File: src/rtl/bus_arbiter.sv
// bus_arbiter: shares the system bus between the s1c88 CPU (default owner)
// and NUM_MASTERS secondary masters (master 0 = PRC, others = future DMA).
// Handles the CPU bus_request/bus_ack handshake and grants one secondary
// master at a time in round-robin order. It also drives the muxed system bus.
// Optional hold-timeout flag: define BUS_ARBITER_TIMEOUT_EN to build it.
module bus_arbiter #(
  parameter int NUM_MASTERS = 2,
  parameter int MAX_HOLD    = 4096
) (
  input  logic                      clk,
  input  logic                      reset,
  input  logic [NUM_MASTERS-1:0]    req,
  output logic [NUM_MASTERS-1:0]    gnt,
  output logic                      cpu_bus_request,
  input  logic                      cpu_bus_ack,
  input  logic [23:0]               cpu_address,
  input  logic [7:0]                cpu_data_out,
  input  logic                      cpu_read,
  input  logic                      cpu_write,
  input  logic [1:0]                cpu_bus_status,
  input  logic [24*NUM_MASTERS-1:0] m_address,
  input  logic [8*NUM_MASTERS-1:0]  m_data_out,
  input  logic [NUM_MASTERS-1:0]    m_read,
  input  logic [NUM_MASTERS-1:0]    m_write,
  input  logic [2*NUM_MASTERS-1:0]  m_bus_status,
  output logic [23:0]               address_out,
  output logic [7:0]                data_out,
  output logic                      read,
  output logic                      write,
  output logic [1:0]                bus_status,
  output logic [2:0]                owner,
  output logic                      timeout_irq
);

  localparam int PW = (NUM_MASTERS > 1) ? $clog2(NUM_MASTERS) : 1;

  typedef enum logic [2:0] {
    S_IDLE,
    S_WAIT_ACK,
    S_GRANT,
    S_TURN,
    S_RELEASE
  } state_t;

  state_t                 state_q, state_d;
  logic [NUM_MASTERS-1:0] gnt_q, gnt_d;
  logic                   cbr_q, cbr_d;
  logic [2:0]             owner_q, owner_d;
  logic [PW-1:0]          rr_ptr_q, rr_ptr_d;
  logic [PW-1:0]          cur_q, cur_d;
  logic                   grant_now;

  // Per-master views of the packed master buses.
  logic [23:0] m_addr_arr   [NUM_MASTERS];
  logic [7:0]  m_data_arr   [NUM_MASTERS];
  logic [1:0]  m_status_arr [NUM_MASTERS];

  genvar gi;
  generate
    for (gi = 0; gi < NUM_MASTERS; gi++) begin : g_unpack
      assign m_addr_arr[gi]   = m_address[gi*24 +: 24];
      assign m_data_arr[gi]   = m_data_out[gi*8 +: 8];
      assign m_status_arr[gi] = m_bus_status[gi*2 +: 2];
    end
  endgenerate

  // Round-robin winner: lowest requester at or above rr_ptr, else lowest overall.
  logic [NUM_MASTERS-1:0] req_hi;
  logic [PW-1:0]          win_hi, win_any, win, win_next;
  logic                   any_req;
  logic [NUM_MASTERS-1:0] win_onehot;
  logic [2:0]             win_owner;

  // Combinational winner search over the request vector.
  always_comb begin
    req_hi  = '0;
    win_hi  = '0;
    win_any = '0;
    for (int j = 0; j < NUM_MASTERS; j++) begin
      req_hi[j] = req[j] && (j >= int'(rr_ptr_q));
    end
    for (int j = NUM_MASTERS - 1; j >= 0; j--) begin
      if (req_hi[j]) win_hi = PW'(j);
      if (req[j])    win_any = PW'(j);
    end
  end

  assign any_req    = |req;
  assign win        = (|req_hi) ? win_hi : win_any;
  assign win_next   = (int'(win) == NUM_MASTERS - 1) ? '0 : win + PW'(1);
  assign win_onehot = NUM_MASTERS'(1) << win;
  assign win_owner  = 3'(win) + 3'd1;

  // Arbiter state register with asynchronous reset.
  always_ff @(posedge clk or posedge reset) begin
    if (reset) begin
      state_q  <= S_IDLE;
      gnt_q    <= '0;
      cbr_q    <= 1'b0;
      owner_q  <= 3'd0;
      rr_ptr_q <= '0;
      cur_q    <= '0;
    end else begin
      state_q  <= state_d;
      gnt_q    <= gnt_d;
      cbr_q    <= cbr_d;
      owner_q  <= owner_d;
      rr_ptr_q <= rr_ptr_d;
      cur_q    <= cur_d;
    end
  end

  // Next-state logic: CPU handshake, grant, turnaround and release.
  always_comb begin
    state_d   = state_q;
    gnt_d     = gnt_q;
    cbr_d     = cbr_q;
    owner_d   = owner_q;
    rr_ptr_d  = rr_ptr_q;
    cur_d     = cur_q;
    grant_now = 1'b0;
    case (state_q)
      S_IDLE: begin
        gnt_d   = '0;
        owner_d = 3'd0;
        cbr_d   = 1'b0;
        if (any_req) begin
          cbr_d   = 1'b1;
          state_d = S_WAIT_ACK;
        end
      end
      S_WAIT_ACK, S_TURN: begin
        cbr_d = 1'b1;
        if (state_q == S_TURN && !cpu_bus_ack) begin
          // CPU took the bus back mid-turnaround: abandon the sequence.
          cbr_d   = 1'b0;
          state_d = S_IDLE;
        end else if (!any_req) begin
          cbr_d   = 1'b0;
          state_d = S_RELEASE;
        end else if (cpu_bus_ack) begin
          gnt_d     = win_onehot;
          owner_d   = win_owner;
          rr_ptr_d  = win_next;
          cur_d     = win;
          grant_now = 1'b1;
          state_d   = S_GRANT;
        end
      end
      S_GRANT: begin
        if (!cpu_bus_ack) begin
          // CPU dropped ack while a master owns the bus: revoke everything.
          gnt_d   = '0;
          owner_d = 3'd0;
          cbr_d   = 1'b0;
          state_d = S_IDLE;
        end else if (!req[cur_q]) begin
          gnt_d   = '0;
          owner_d = 3'd0;
          if (any_req) begin
            state_d = S_TURN;
          end else begin
            cbr_d   = 1'b0;
            state_d = S_RELEASE;
          end
        end
      end
      S_RELEASE: begin
        cbr_d = 1'b0;
        if (!cpu_bus_ack) state_d = S_IDLE;
      end
      default: begin
        gnt_d   = '0;
        owner_d = 3'd0;
        cbr_d   = 1'b0;
        state_d = S_IDLE;
      end
    endcase
  end

  // Bus mux driven from the registered owner; turnaround/handshake blank strobes.
  always_comb begin
    address_out = cpu_address;
    data_out    = cpu_data_out;
    read        = cpu_read;
    write       = cpu_write;
    bus_status  = cpu_bus_status;
    for (int k = 0; k < NUM_MASTERS; k++) begin
      if (owner_q == 3'(k + 1)) begin
        address_out = m_addr_arr[k];
        data_out    = m_data_arr[k];
        read        = m_read[k];
        write       = m_write[k];
        bus_status  = m_status_arr[k];
      end
    end
    if ((state_q == S_TURN || state_q == S_WAIT_ACK) && cpu_bus_ack) begin
      read  = 1'b0;
      write = 1'b0;
    end
  end

  assign gnt             = gnt_q;
  assign cpu_bus_request = cbr_q;
  assign owner           = owner_q;

`ifdef BUS_ARBITER_TIMEOUT_EN
  localparam logic [12:0] HOLD_LIMIT = 13'(MAX_HOLD);

  logic [12:0] hold_q, hold_d;
  logic        irq_q, irq_d;

  // Hold counter: cleared on each grant, counts GRANT cycles, saturates.
  always_comb begin
    hold_d = hold_q;
    irq_d  = 1'b0;
    if (grant_now) begin
      hold_d = '0;
    end else if (state_q == S_GRANT && hold_q != 13'h1FFF) begin
      hold_d = hold_q + 13'd1;
      irq_d  = (hold_d == HOLD_LIMIT);
    end
  end

  // Hold counter and single-cycle timeout pulse registers.
  always_ff @(posedge clk or posedge reset) begin
    if (reset) begin
      hold_q <= '0;
      irq_q  <= 1'b0;
    end else begin
      hold_q <= hold_d;
      irq_q  <= irq_d;
    end
  end

  assign timeout_irq = irq_q;
`else
  localparam int unused_max_hold = MAX_HOLD;
  logic unused_grant_now;
  assign unused_grant_now = grant_now;
  assign timeout_irq      = 1'b0;
`endif

endmodule

File: config.mk
export PLATFORM = sky130hd
export DESIGN_NAME = bus_arbiter
export DESIGN_NICKNAME = d
export VERILOG_FILES = /design/src/rtl/bus_arbiter.sv
export SDC_FILE = /design/constraint.sdc
export NUM_CORES = 1
export LEC_CHECK = 0
export CAP_MARGIN = 20
export CORE_MARGIN = 5
export CORE_UTILIZATION = 33
export DETAILED_ROUTE_END_ITERATION = 10
export PLACE_DENSITY_LB_ADDON = 0.1
export SYNTH_ARGS = -nofsm -noshare
export SYNTH_HDL_FRONTEND = slang
export SYNTH_SLANG_ARGS = --single-unit
File: constraint.sdc
create_clock -name clk -period 4.7 [get_ports clk]
set_clock_uncertainty 0.2 [all_clocks]
set_input_delay 0.705 -clock clk [delete_from_list [all_inputs] [get_ports clk]]
set_output_delay 0.705 -clock clk [all_outputs]
set_load 0.005 [all_outputs]
Word-level counts from Yosys, hierarchy flattened:

Index checks and enable logic that the tools add are counted.

* logic and storage cells: 86
* register bits after elaboration: 11
* input bits: 113

* bitwise operators: 2
* add/subtract/negate cells: 2
* magnitude comparators: 2
* shift operators: 1
* reductions and logical operators: 13
* muxes and demuxes: 46
* equality and inequality tests: 14

Operator list (count)
* $mux W24: 2
* $mux W3: 13
* $mux W1: 18
* $mux W8: 2
* $mux W2: 7
* $pmux W3 S4: 1
* $ne A2 B2 Y1 const B: 5
* $eq A3 B2 Y1 const B: 3
* $pmux W3 S3: 1
* $reduce_and A4 Y1: 2
* $eq A3 B1 Y1 const B: 2
* $ne A3 B3 Y1 const B: 2
* $pmux W2 S3: 1
* $reduce_or A2 Y1: 3
* $reduce_and A5 Y1: 1
* $ne A4 B4 Y1 const B: 1
* $eq A3 B3 Y1 const B: 1
* $logic_and A1 B1 Y1: 3
* $logic_not A3 Y1: 1
* $pmux W1 S3: 1
* $add A1 B1 Y2 const B: 1
* $lt A1 B2 Y1 const B: 1
* $not A1 Y1: 2
* $reduce_and A2 Y1: 1
* 5 further kinds: 5

Logic depth before layout (Yosys ltp):

* depth after elaboration: 9
* mapped depth: 5

Least setup slack after synthesis:

Ideal clock, no wire load.

* path kind: input-to-output
* start: input cpu_bus_ack
* end: output read
* path buffers: 1
* path slack: 2.536 ns
* data required time: 3.795 ns
* arrival time: 1.259 ns
* stages on the path: 3
* path through: buf_2 > and3b_1 > a211oi_1

* word-level cells in the longest chain between the ends: 2

Ends and longest elaborated chain
* from (decl): line 15 `input logic cpu_bus_ack,`
* $logic_and A1 B1 Y1: line 197 `if ((state_q == S_TURN || state_q == S_WAIT_ACK) && cpu_bus_ack) begin`
* $mux W1: line 197
* to (decl): line 28 `output logic read,`

Every way passes these cells.

==> flow_metrics.env <==
export IMPL_outcome="complete, no violations"
export IMPL_ys_ff_latch=8
export IMPL_grt_pass1_vias=1909
export IMPL_vdd_ir_drop_max_uv=191
export IMPL_die_h_um=79.5
export IMPL_clk_pin_slew_worst_paths_ns=0.04
export IMPL_diodes=0
export IMPL_setup_viol=0
export IMPL_critical_path_class="reg2out"
export IMPL_cts_hold_buf=0
export IMPL_htreeDepth=1
export IMPL_tritoncts_num_buffers=3
export IMPL_crit_arrival_ns=2.39
export IMPL_clock_sinks=8
export IMPL_dieArea_sq_um=6320
export IMPL_worst_pin_slew_ns=0.758
export IMPL_min_period_ns=3.30
export IMPL_ant_nets=0
export IMPL_drt_pass1_iter_count=4
export IMPL_drc=0
export IMPL_yosysSeqAreaShare_pct=12.6
export IMPL_yosys_warnings=0
export IMPL_core_region_area_sq_um=4690
export IMPL_vias=2069
export IMPL_rows=25
export IMPL_io_buffers=153
export IMPL_synth_area_sq_um=1590
export IMPL_first_iter_violations=51
export IMPL_dp_cells=398
export IMPL_insertion_delay_ns=0.23
export IMPL_routed_wl_mm=6.05
export IMPL_initial_core_util_pct=34.0
export IMPL_syn_to_final_growth_pct=96.7
export IMPL_drive_above_1_share_pct=2.87
export IMPL_cap_viol_max_count=0
export IMPL_grt_remaining_overflow=0
export IMPL_place_congestion=0.889
export IMPL_viasPerCell=5.15
export IMPL_mostFrequentLayoutCells="153 x clkdlybuf4s50_1, 38 x nor2b_1, 38 x a211oi_1"
export IMPL_cp_start_kind="flop"
export IMPL_rsz0062_at_grt="no"
export IMPL_fin_tns_setup_ns=0
export IMPL_synth_cell_types=29
export IMPL_cts_root_buf="clkbuf_8"
export IMPL_tritoncts="yes"
export IMPL_wire_per_inst_um=15.0
export IMPL_slew_headroom_pct=49.5
export IMPL_worst_setup_path_end_kind="output pin"
export IMPL_final_max_slew_violation_count=0
export IMPL_postSynthAreaPerCell_sq_um=7.52
export IMPL_antenna_found_initial=0
export IMPL_critPathRequiredTime_ns=3.80
export IMPL_hold_viol_final=0
export IMPL_worstPathMaxFanout=61
export IMPL_layoutNonFillerInstCount=402
export IMPL_fmaxAchievable_mhz=303
export IMPL_post_dp_hpwl_mm=5.00
export IMPL_synthCells=212
export IMPL_nets=462
export IMPL_final_common_cell="clkdlybuf4s50_1"
export IMPL_power_density_nw_per_um2=291
export IMPL_cts_setup_buffers=0
export IMPL_grt_pass1_wl_mm=9.22
export IMPL_io_pins=156
export IMPL_grt_usage_pct=17.9
export IMPL_p_leak_uw=0.00111
export IMPL_cts_resized=0
export IMPL_min_period_over_period_pct=70.2
export IMPL_worstHoldPathType="reg2reg"
export IMPL_cts_path_max_buffers=2
export IMPL_die_w_um=79.5
export IMPL_grt_max_degree=62
-- worst max-delay path: stages (launching register included) --
cell and delay (ns):
dfrtp_4 0.87, buf_4 0.44, nor2b_1 0.09, a211oi_1 0.22
a21oi_1 0.06, clkdlybuf4s50_1 0.47
-- sequential cells by signal, indices dropped and copies added (netlist names) --
signal	flops
state_q	3
cpu_bus_request	1
gnt	1
rr_ptr_q	1
owner	1
cur_q	1
-- report_power, final --
| part | leakage [uW] | switching, uW | internal, uW |
|---|---|---|---|
| clock network | 0.0000228 | 26.8 | 58.7 |
| logic | 0.000987 | 230 | 430 |
| registers | 0.0000971 | 78.2 | 89.5 |
| total | 0.00111 | 335 | 578 |
-- final timing paths --
check                      startpoint         endpoint  slack (ns)  cells after the start
max reg2reg                     cur_q         owner[1]        2.98                      3
min reg2reg                  rr_ptr_q         rr_ptr_q        0.33                      1
max in group asynchronous       reset           gnt[0]        3.53                      2
min in group asynchronous       reset         rr_ptr_q        0.53                      2
min                          rr_ptr_q         rr_ptr_q        0.33                      1
max                            gnt[0]  address_out[18]        1.40                      5
-- cell usage after synthesis --
cell / number / area share [%]
a211oi_1: 38 / 18
a21boi_0: 1 / 0.47
a21oi_1: 36 / 11
a221oi_2: 1 / 0.94
a22o_1: 1 / 0.55
a2bb2oi_1: 1 / 0.55
and2_1: 1 / 0.39
and3b_1: 1 / 0.55
and4bb_1: 1 / 0.78
buf_1: 1 / 0.24
buf_2: 2 / 0.63
buf_4: 10 / 4.7
clkbuf_1: 12 / 2.8
conb_1: 1 / 0.24
dfrtp_1: 8 / 13
inv_1: 4 / 0.94
mux2_1: 1 / 0.71
mux2_2: 1 / 0.71
mux2i_1: 36 / 23
nand2_1: 5 / 1.2
nand2b_1: 1 / 0.39
nand3_1: 1 / 0.31
nor2_1: 1 / 0.24
nor2b_1: 38 / 15
nor3_1: 1 / 0.31
nor3b_1: 1 / 0.47
o21ai_0: 5 / 1.6
o21bai_1: 1 / 0.47
o41ai_1: 1 / 0.55
-- cells by family (layout without fill, tap and decap cells) --
kind of cell	after synthesis	after routing	synth area share, %
AOI/OAI and AO/OA	85	85	34.3
buffers and inverters	29	164	9.34
DFF	8	8	12.6
other	1	2	0.235
and+or+nand+nor	51	51	19.5
muxes	38	38	24.0
-- per-layer routing --
metal | track usage [%] | up-vias | routed length, um
met5 | 0 | - | 0
met4 | 4.98 | 0 | 62
met3 | 3.61 | 6 | 547
met2 | 32.0 | 88 | 3000
met1 | 21.5 | 910 | 2440
li1 | - | 1065 | -
-- per-stage QoR --
stage / area [sq um] / hold slack [ns] / setup WS, ns / util (%) / total power, uW
2_1_floorplan: 1600 / 0.288 / 2.54 / - / 458
3_3_place_gp: 3090 / 0.310 / 1.55 / 65.9 / 824
3_5_place_dp: 3090 / 0.317 / 1.52 / 65.9 / 837
4_1_cts: 3140 / 0.326 / 1.38 / 66.8 / 926
5_1_grt: 3140 / 0.362 / 1.20 / 66.8 / 991
6_report: 3140 / 0.327 / 1.40 / 66.8 / 913
-- area by class of cell --
cell class              count  area, sq um
clock buffers               4         45.0
fillers                   422         1560
repair buffers            156         1550
well taps                  54         67.6
multi-input cells         176         1250
inverters                   4         15.0
flip-flops and latches      8          205
(Power assumes the default switching activity.)
